[src/rtl/i2s_slave_endpoint.sv]
`timescale 1ns/1ps
// i2s_slave_endpoint
// Codec-side I2S slave. The I2S master owns BCLK/LRCLK; this block samples
// them on CLK_IN1, deserializes stereo words from SDATA_I, and serializes a
// stereo pair back onto SDATA_O. It is used as a codec stand-in and as a
// loopback target for audio bring-up.
//
// Optional build macro: I2S_SLAVE_LOOPBACK_EN adds the LOOPBACK input. When
// LOOPBACK is 1, each TX frame load takes the RX pair committed at the same
// frame boundary instead of the holding register, and TX_UNDERRUN is
// suppressed.
//
// Ports:
//   CLK_IN1      system clock (BCLK phases each >= 2 CLK_IN1 periods)
//   RESET        synchronous, active-high reset
//   BCLK_I       bit clock from the master (asynchronous)
//   LRCLK_I      word select, 0 = left, 1 = right
//   SDATA_I      serial playback data from the master
//   SDATA_O      serial capture data to the master
//   RX_LEFT/RX_RIGHT  last received stereo pair
//   RX_VALID     one-cycle strobe, RX pair updated
//   TX_LEFT/TX_RIGHT  stereo pair to send
//   TX_VALID     TX pair offered
//   TX_READY     holding register empty
//   TX_UNDERRUN  one-cycle strobe, frame started with empty holding register
//   LOCKED       first right->left transition seen since reset
//   LOOPBACK     (I2S_SLAVE_LOOPBACK_EN only) echo RX stream on TX
module i2s_slave_endpoint #(
    parameter int DATA_WIDTH = 24,
    parameter int CNT_WIDTH  = 6
) (
    input  logic                  CLK_IN1,
    input  logic                  RESET,
    input  logic                  BCLK_I,
    input  logic                  LRCLK_I,
    input  logic                  SDATA_I,
    output logic                  SDATA_O,
    output logic [DATA_WIDTH-1:0] RX_LEFT,
    output logic [DATA_WIDTH-1:0] RX_RIGHT,
    output logic                  RX_VALID,
    input  logic [DATA_WIDTH-1:0] TX_LEFT,
    input  logic [DATA_WIDTH-1:0] TX_RIGHT,
    input  logic                  TX_VALID,
    output logic                  TX_READY,
    output logic                  TX_UNDERRUN,
    output logic                  LOCKED
`ifdef I2S_SLAVE_LOOPBACK_EN
    ,
    input  logic                  LOOPBACK
`endif
);

    localparam logic [DATA_WIDTH-1:0] LP_MSB   = {1'b1, {(DATA_WIDTH-1){1'b0}}};
    localparam logic [CNT_WIDTH-1:0]  LP_CNT_MAX = {CNT_WIDTH{1'b1}};

    // Synchronizers and edge detect
    logic [1:0]            r_bclk_s;
    logic [1:0]            r_lr_s;
    logic [1:0]            r_sd_s;
    logic                  r_bclk_d;
    logic                  r_rise;
    logic                  r_fall;
    logic                  r_lr_q;
    logic                  r_sd_q;

    // Receive path
    logic                  r_lr_prev;
    logic [CNT_WIDTH-1:0]  r_cnt;
    logic [DATA_WIDTH-1:0] r_rx_shift;
    logic [DATA_WIDTH-1:0] r_stage_l;
    logic [DATA_WIDTH-1:0] r_rx_left;
    logic [DATA_WIDTH-1:0] r_rx_right;
    logic                  r_rx_valid;
    logic                  r_locked;

    // Transmit path
    logic [DATA_WIDTH-1:0] r_hold_l;
    logic [DATA_WIDTH-1:0] r_hold_r;
    logic                  r_tx_ready;
    logic [DATA_WIDTH-1:0] r_tx_l;
    logic [DATA_WIDTH-1:0] r_tx_r;
    logic                  r_tx_ch;
    logic [CNT_WIDTH-1:0]  r_tx_cnt;
    logic                  r_sdo;
    logic                  r_underrun;

    logic [DATA_WIDTH-1:0] w_rx_mask;
    logic [DATA_WIDTH-1:0] w_rx_shift_nx;
    logic [DATA_WIDTH-1:0] w_tx_mask;
    logic [DATA_WIDTH-1:0] w_tx_word;
    logic                  w_tx_bit;

    // The one-hot mask shifts out to zero once the counter passes the word
    // width, so bits beyond DATA_WIDTH drop out without a range compare.
    // rx_shift is cleared at each slot start, so OR-ing in sd is enough.
    assign w_rx_mask     = LP_MSB >> r_cnt;
    assign w_rx_shift_nx = r_sd_q ? (r_rx_shift | w_rx_mask) : r_rx_shift;

    assign w_tx_mask = LP_MSB >> r_tx_cnt;
    assign w_tx_word = r_tx_ch ? r_tx_r : r_tx_l;
    assign w_tx_bit  = |(w_tx_word & w_tx_mask);

    always_ff @(posedge CLK_IN1) begin
        if (RESET) begin
            r_bclk_s   <= '0;
            r_lr_s     <= '0;
            r_sd_s     <= '0;
            r_bclk_d   <= 1'b0;
            r_rise     <= 1'b0;
            r_fall     <= 1'b0;
            r_lr_q     <= 1'b0;
            r_sd_q     <= 1'b0;
            r_lr_prev  <= 1'b0;
            r_cnt      <= '0;
            r_rx_shift <= '0;
            r_stage_l  <= '0;
            r_rx_left  <= '0;
            r_rx_right <= '0;
            r_rx_valid <= 1'b0;
            r_locked   <= 1'b0;
            r_hold_l   <= '0;
            r_hold_r   <= '0;
            r_tx_ready <= 1'b1;
            r_tx_l     <= '0;
            r_tx_r     <= '0;
            r_tx_ch    <= 1'b0;
            r_tx_cnt   <= '0;
            r_sdo      <= 1'b0;
            r_underrun <= 1'b0;
        end else begin
            r_bclk_s <= {r_bclk_s[0], BCLK_I};
            r_lr_s   <= {r_lr_s[0], LRCLK_I};
            r_sd_s   <= {r_sd_s[0], SDATA_I};
            r_bclk_d <= r_bclk_s[1];
            r_rise   <= r_bclk_s[1] & ~r_bclk_d;
            r_fall   <= ~r_bclk_s[1] & r_bclk_d;
            // lr/sd registered alongside the edge pulse so they line up with it
            r_lr_q   <= r_lr_s[1];
            r_sd_q   <= r_sd_s[1];

            r_rx_valid <= 1'b0;
            r_underrun <= 1'b0;

            if (TX_VALID && r_tx_ready) begin
                r_hold_l   <= TX_LEFT;
                r_hold_r   <= TX_RIGHT;
                r_tx_ready <= 1'b0;
            end

            if (r_rise) begin
                if (r_lr_q != r_lr_prev) begin
                    // sd on this edge is the last bit of the slot being closed
                    r_rx_shift <= '0;
                    r_cnt      <= '0;
                    r_lr_prev  <= r_lr_q;
                    r_tx_ch    <= r_lr_q;
                    r_tx_cnt   <= '0;
                    if (!r_lr_prev) begin
                        r_stage_l <= w_rx_shift_nx;
                    end else begin
                        // right->left: frame boundary
                        r_locked <= 1'b1;
                        if (r_locked) begin
                            r_rx_valid <= 1'b1;
                            r_rx_left  <= r_stage_l;
                            r_rx_right <= w_rx_shift_nx;
`ifdef I2S_SLAVE_LOOPBACK_EN
                            if (LOOPBACK) begin
                                r_tx_l <= r_stage_l;
                                r_tx_r <= w_rx_shift_nx;
                            end else
`endif
                            begin
                                // A pair accepted on this same cycle was not
                                // yet in the holding register; it goes out
                                // next frame.
                                if (!r_tx_ready) begin
                                    r_tx_l     <= r_hold_l;
                                    r_tx_r     <= r_hold_r;
                                    r_tx_ready <= 1'b1;
                                end else begin
                                    r_tx_l     <= '0;
                                    r_tx_r     <= '0;
                                    r_underrun <= 1'b1;
                                end
                            end
                        end
                    end
                end else begin
                    r_rx_shift <= w_rx_shift_nx;
                    if (r_cnt != LP_CNT_MAX) r_cnt <= r_cnt + 1'b1;
                end
            end

            if (r_fall) begin
                r_sdo <= r_locked & w_tx_bit;
                if (r_tx_cnt != LP_CNT_MAX) r_tx_cnt <= r_tx_cnt + 1'b1;
            end
        end
    end

    assign SDATA_O     = r_sdo;
    assign RX_LEFT     = r_rx_left;
    assign RX_RIGHT    = r_rx_right;
    assign RX_VALID    = r_rx_valid;
    assign TX_READY    = r_tx_ready;
    assign TX_UNDERRUN = r_underrun;
    assign LOCKED      = r_locked;

endmodule
[config.mk]
export PLATFORM = sky130hd
export DESIGN_NAME = i2s_slave_endpoint
export DESIGN_NICKNAME = d
export VERILOG_FILES = /design/src/rtl/i2s_slave_endpoint.sv
export SDC_FILE = /design/constraint.sdc
export NUM_CORES = 1
export LEC_CHECK = 0
export CAP_MARGIN = 0
export CORE_UTILIZATION = 59
export DETAILED_ROUTE_END_ITERATION = 12
export PLACE_DENSITY = 0.9
export SLEW_MARGIN = 30
export SYNTH_ARGS = -nofsm -noshare
export SYNTH_HDL_FRONTEND = slang
export SYNTH_SLANG_ARGS = --single-unit
[constraint.sdc]
create_clock -name CLK_IN1 -period 5.65 [get_ports CLK_IN1]
set_input_delay 1.13 -clock CLK_IN1 [delete_from_list [all_inputs] [get_ports CLK_IN1]]
set_output_delay 1.13 -clock CLK_IN1 [all_outputs]
set_load 0.005 [all_outputs]
* Word-level counts from Yosys, hierarchy flattened
Index checks and enable logic that the tools add are counted.
** Cells by class
- Mux-type cells :: 19
- Shift operators :: 2
- $add $sub $neg :: 2
- Bitwise gates (word level) :: 11
- Eq/ne operators :: 3
- Reductions and logical operators :: 10
** Operators by type and width (number)
- 24-bit 2-to-1 mux :: 5
- 24-bit by 6-bit >> shifter with 24-bit output, first input constant :: 2
- 6-bit 2-to-1 mux :: 6
- 24-bit AND :: 1
- 24-bit OR :: 1
- 24-bit OR reduction :: 1
- 6-bit by 1-bit adder with 6-bit output, second input constant :: 2
- 6-bit != test, second input constant :: 2
- 1-bit 2-to-1 mux :: 8
- 1-bit NOT :: 6
- 3-bit AND reduction :: 2
- 5-bit OR reduction :: 1
- 2-bit AND reduction :: 2
- 4-bit AND reduction :: 1
- 4-bit OR reduction :: 1
- 1-bit AND :: 3
- 2-bit nonzero test :: 1
- 1-bit logical AND :: 1
- 1-bit != test :: 1
** Storage, ports and cells
- Input bits :: 54
- Bits in registers :: 221
- Word-level logic and storage cells :: 71
- Output and inout bits :: 53

* Longest topological paths before layout
- Depth after elaboration :: 7
- Depth in mapped cells :: 9
- Mapped depth without buffers :: 7

* Worst setup path before layout
No wires, ideal clock.
- Path kind :: input to register
- From :: input port RESET
- To :: register r_hold_r[0]
- Setup time :: 0.132 ns
- Path buffers :: 3
- Data required time :: 5.518 ns
- Path slack :: 3.540 ns
- Data arrival time :: 1.978 ns
- Cell stages on the path :: 4
- Path through :: clkbuf_1 clkbuf_1 buf_1 a21oi_1
** RTL lines
- from (decl) :: line 33 : input logic RESET,
- to (signal assigned) :: line 122 : r_hold_r <= '0;
- to (signal assigned) :: line 146 : r_hold_r <= TX_RIGHT;
- to (decl) :: line 78 : logic [DATA_WIDTH-1:0] r_hold_r;
No word-level cell between the ends.

* Worst setup path in the final report
- From :: register r_rise
- To :: register r_rx_right[17] (netlist: RX_RIGHT[17])
** Between the ends
- Word-level cells in the longest chain between the ends :: 1
** Ends and longest elaborated chain
- from (decl) :: line 61 : logic r_rise;
- from (signal assigned) :: line 135 : r_rise <= r_bclk_s[1] & ~r_bclk_d;
- 4-bit AND reduction (no source line)
- to (signal assigned) :: line 166 : r_rx_right <= w_rx_shift_nx;
- to (decl) :: line 72 : logic [DATA_WIDTH-1:0] r_rx_right;
No other way between the ends.
A chain may end at the register's enable or synchronous reset.

==> results.json <==
{
  "status": "finished clean",
  "synth.net_count": 1066,
  "leakage_nw": 3.44,
  "grt_pass1_vias": 6708,
  "insertedDiodeCount": 0,
  "cap_violations": 0,
  "grt_pass1_wl_microns": 32500,
  "crit_path_max_fanout": 70,
  "gp_congestion": 0.903,
  "wl_per_cell_microns": 16.1,
  "cp_data_arrival_time_ns": 3.18,
  "synthSimpleGateAreaFrac": 0.210,
  "viasPerCell": 5.88,
  "period_share": 0.493,
  "yosys.area_share.xor_xnor": 0.00307,
  "cts_buffer_depth": 3,
  "ctsHoldBuffers": 0,
  "crit_required_ns": 6.05,
  "busiest_layer": "met2",
  "synth_edf_count": 0,
  "post-place-ws_ns": 2.96,
  "yosysWarningCount": 0,
  "fin_util": 0.738,
  "finClkSkew_ns": 0.0131,
  "powerDensity_nw_per_um2": 316,
  "tritoncts": "built",
  "cts_root_buffer": "clkbuf_16",
  "num-fill-cells": 968,
  "synth_adder_area_share": 0.0190,
  "drtIter0Drc": 712,
  "tightest_slew_ns": 0.916,
  "ys_seq_area_frac": 0.518,
  "port_buffers": 106,
  "fp.dieH_microns": 122,
  "synth_top_family_by_area": "simple AND/OR/NAND/NOR gates",
  "finalSetupTns_ns": 0,
  "drive_above_1_share": 0.0570,
  "insertion_delay_ns": 0.49,
  "yosysUniqueCellTypes": 50,
  "synth_top_cell_by_area": "dfxtp_1",
  "power.total_w": 0.00326,
  "seqCellArea_sq_um": 4420,
  "htreeDepth": 1,
  "cp_cell_sequence": "and3_4 > buf_4 > nor2_1 > a211oi_1",
  "min_period_ns": 2.78,
  "cts_sinks": 221,
  "hp-class": "flip-flop to flip-flop",
  "route.detailed.drc": 0,
  "numCtsBuffers": 22,
  "maxSlewViolCount": 0,
  "clkTransAtPathRegs_ns": 0.06,
  "slowest_stage": "dfxtp_1",
  "synthMuxAreaShare": 0.0199,
  "track_usage": 0.270,
  "met2_usage": 0.447,
  "grt_use_met1": 0.359,
  "critPathCaptureType": "flip-flop",
  "dr.pass1.iters": 5,
  "synth-async-reset-ratio": 0,
  "ys_ff_latch": 221,
  "fin_ws_ns": 2.87,
  "synth.avg_cell_area_sq_um": 8.56,
  "grt_max_degree": 115,
  "vias": 7357,
  "die_area_sq_um": 15000,
  "dieWidth_microns": 122,
  "worstSetupPathType": "flip-flop to flip-flop",
  "yosys.cell_count.top_type": "dfxtp_1",
  "synth_ff_type": "dfxtp_1",
  "hold_ws_ns": 0.401,
  "syn_area_sq_um": 8550,
  "rows": 43,
  "io_pins": 107,
  "max_stage_delay_ns": 0.92,
  "syn_inst": 999,
  "worstSetupStartpointType": "flip-flop",
  "synthToLayoutAreaGrowth_pct": 20.7,
  "yosys.area.top_type_share": 0.518,
  "synth_compound_area_frac": 0.180,
  "routed_wl_microns": 20200,
  "setup_violations": 0,
  "floorplan.initialDensity": 0.611,
  "antenna_left": 0,
  "hold_viol_final": 0,
  "dpl.hpwl_microns": 12400,
  "vdd_ir_drop_max_v": 0.000207,
  "fmax_ghz": 0.359,
  "max_slew_margin": 0.388,
  "multi_input_area_sq_um": 3710,
  "finalNetCount": 1122,
  "rrSetupSlack_ns": 2.87,
  "synth_area_leaders": "dfxtp_1 (52%), nand2_1 (9.1%), a21oi_1 (9.1%), a211oi_1 (4.3%), nand3b_1 (4.3%)",
  "rsz0062_at_grt": "false",
  "synth_common_cells": "dfxtp_1 (221), nand2_1 (208), a21oi_1 (155), nor2_1 (85)",
  "antenna_found_initial": 0,
  "grt_overflow": 0,
  "grt_use_met3": 0.0437,
  "core_area_sq_um": 14000,
  "post_cts_buffers": 0,
  "ctsResizeCount": 0
}
[per-layer routing]
layer | up-vias | share of wire
met5 | - | 0
met1 | 3428 | 0.42
met4 | 0 | 0.026
met3 | 63 | 0.069
met2 | 325 | 0.48
li1 | 3541 | -
[layout make-up]
cell class,instances,area share
clock buffers,31,0.0635
clock inverters,9,0.0119
inverters,13,0.00473
multi-input cells,683,0.360
well taps,180,0.0218
repair buffers,114,0.109
flip-flops and latches,221,0.429
[layout by cell type (no fill, tap or decap), drive strengths merged, types with 4 or more instances in the layout]
cell type,netlist,routed
clkinv,0,5
nand2,208,208
inv,13,13
dfxtp,221,221
and2,4,4
clkdlybuf4s50,0,105
a21oi,155,155
a31oi,28,28
mux2i,11,11
nand3,8,8
nor2,85,85
clkbuf,51,31
nand4,4,4
a211oi,49,49
buf,31,9
o21ai,7,7
mux2,5,5
and3,5,5
nor2b,16,16
nand3b,49,49
ha,13,13
[power breakdown]
group          total (W)  internal [W]  switching (W)
Combinational   0.000135     0.0000627      0.0000721
Clock            0.00153      0.000946       0.000585
Sequential       0.00160       0.00158      0.0000156
Total            0.00326       0.00259       0.000673
[flip-flops by register name (all words and copies together) (netlist names), 2 cells and up]
name	count
RX_LEFT	24
RX_RIGHT	24
r_bclk_s	2
r_cnt	6
r_hold_l	24
r_hold_r	24
r_lr_s	2
r_rx_shift	24
r_sd_s	2
r_stage_l	24
r_tx_cnt	6
r_tx_l	24
r_tx_r	24
[stage by stage]
step	instances	instance area, sq um
global placement	1211	9530
CTS	1251	10300
global route	1251	10300
floorplan	999	8550
detailed placement	1211	9540
finish	1251	10300
[final timing paths]
| path | depth (start not counted) | to | startpoint |
|---|---|---|---|
| worst max register to register | 4 | RX_RIGHT[17] | r_rise |
| worst min register to register | 1 | r_rise | r_bclk_d |
| worst min-delay path | 1 | r_rise | r_bclk_d |
| worst max-delay path | 4 | RX_RIGHT[17] | r_rise |
[logic make-up (layout without fill, tap and decap cells)]
family	count (synthesis)	count (layout)
simple gates	391	391
compound gates	260	260
flops	221	221
buf+inv	95	167
mux	16	16
fa+ha+maj	13	13
xor+xnor	3	3
[worst max-delay path, delay by kind of cell, from the launching register on]
family	cells	cell delay (ns)
compound gates	1	0.23
buf+inv	1	0.55
flops	1	0.92
simple gates	2	0.91
Power figures use the tool's default switching activity.
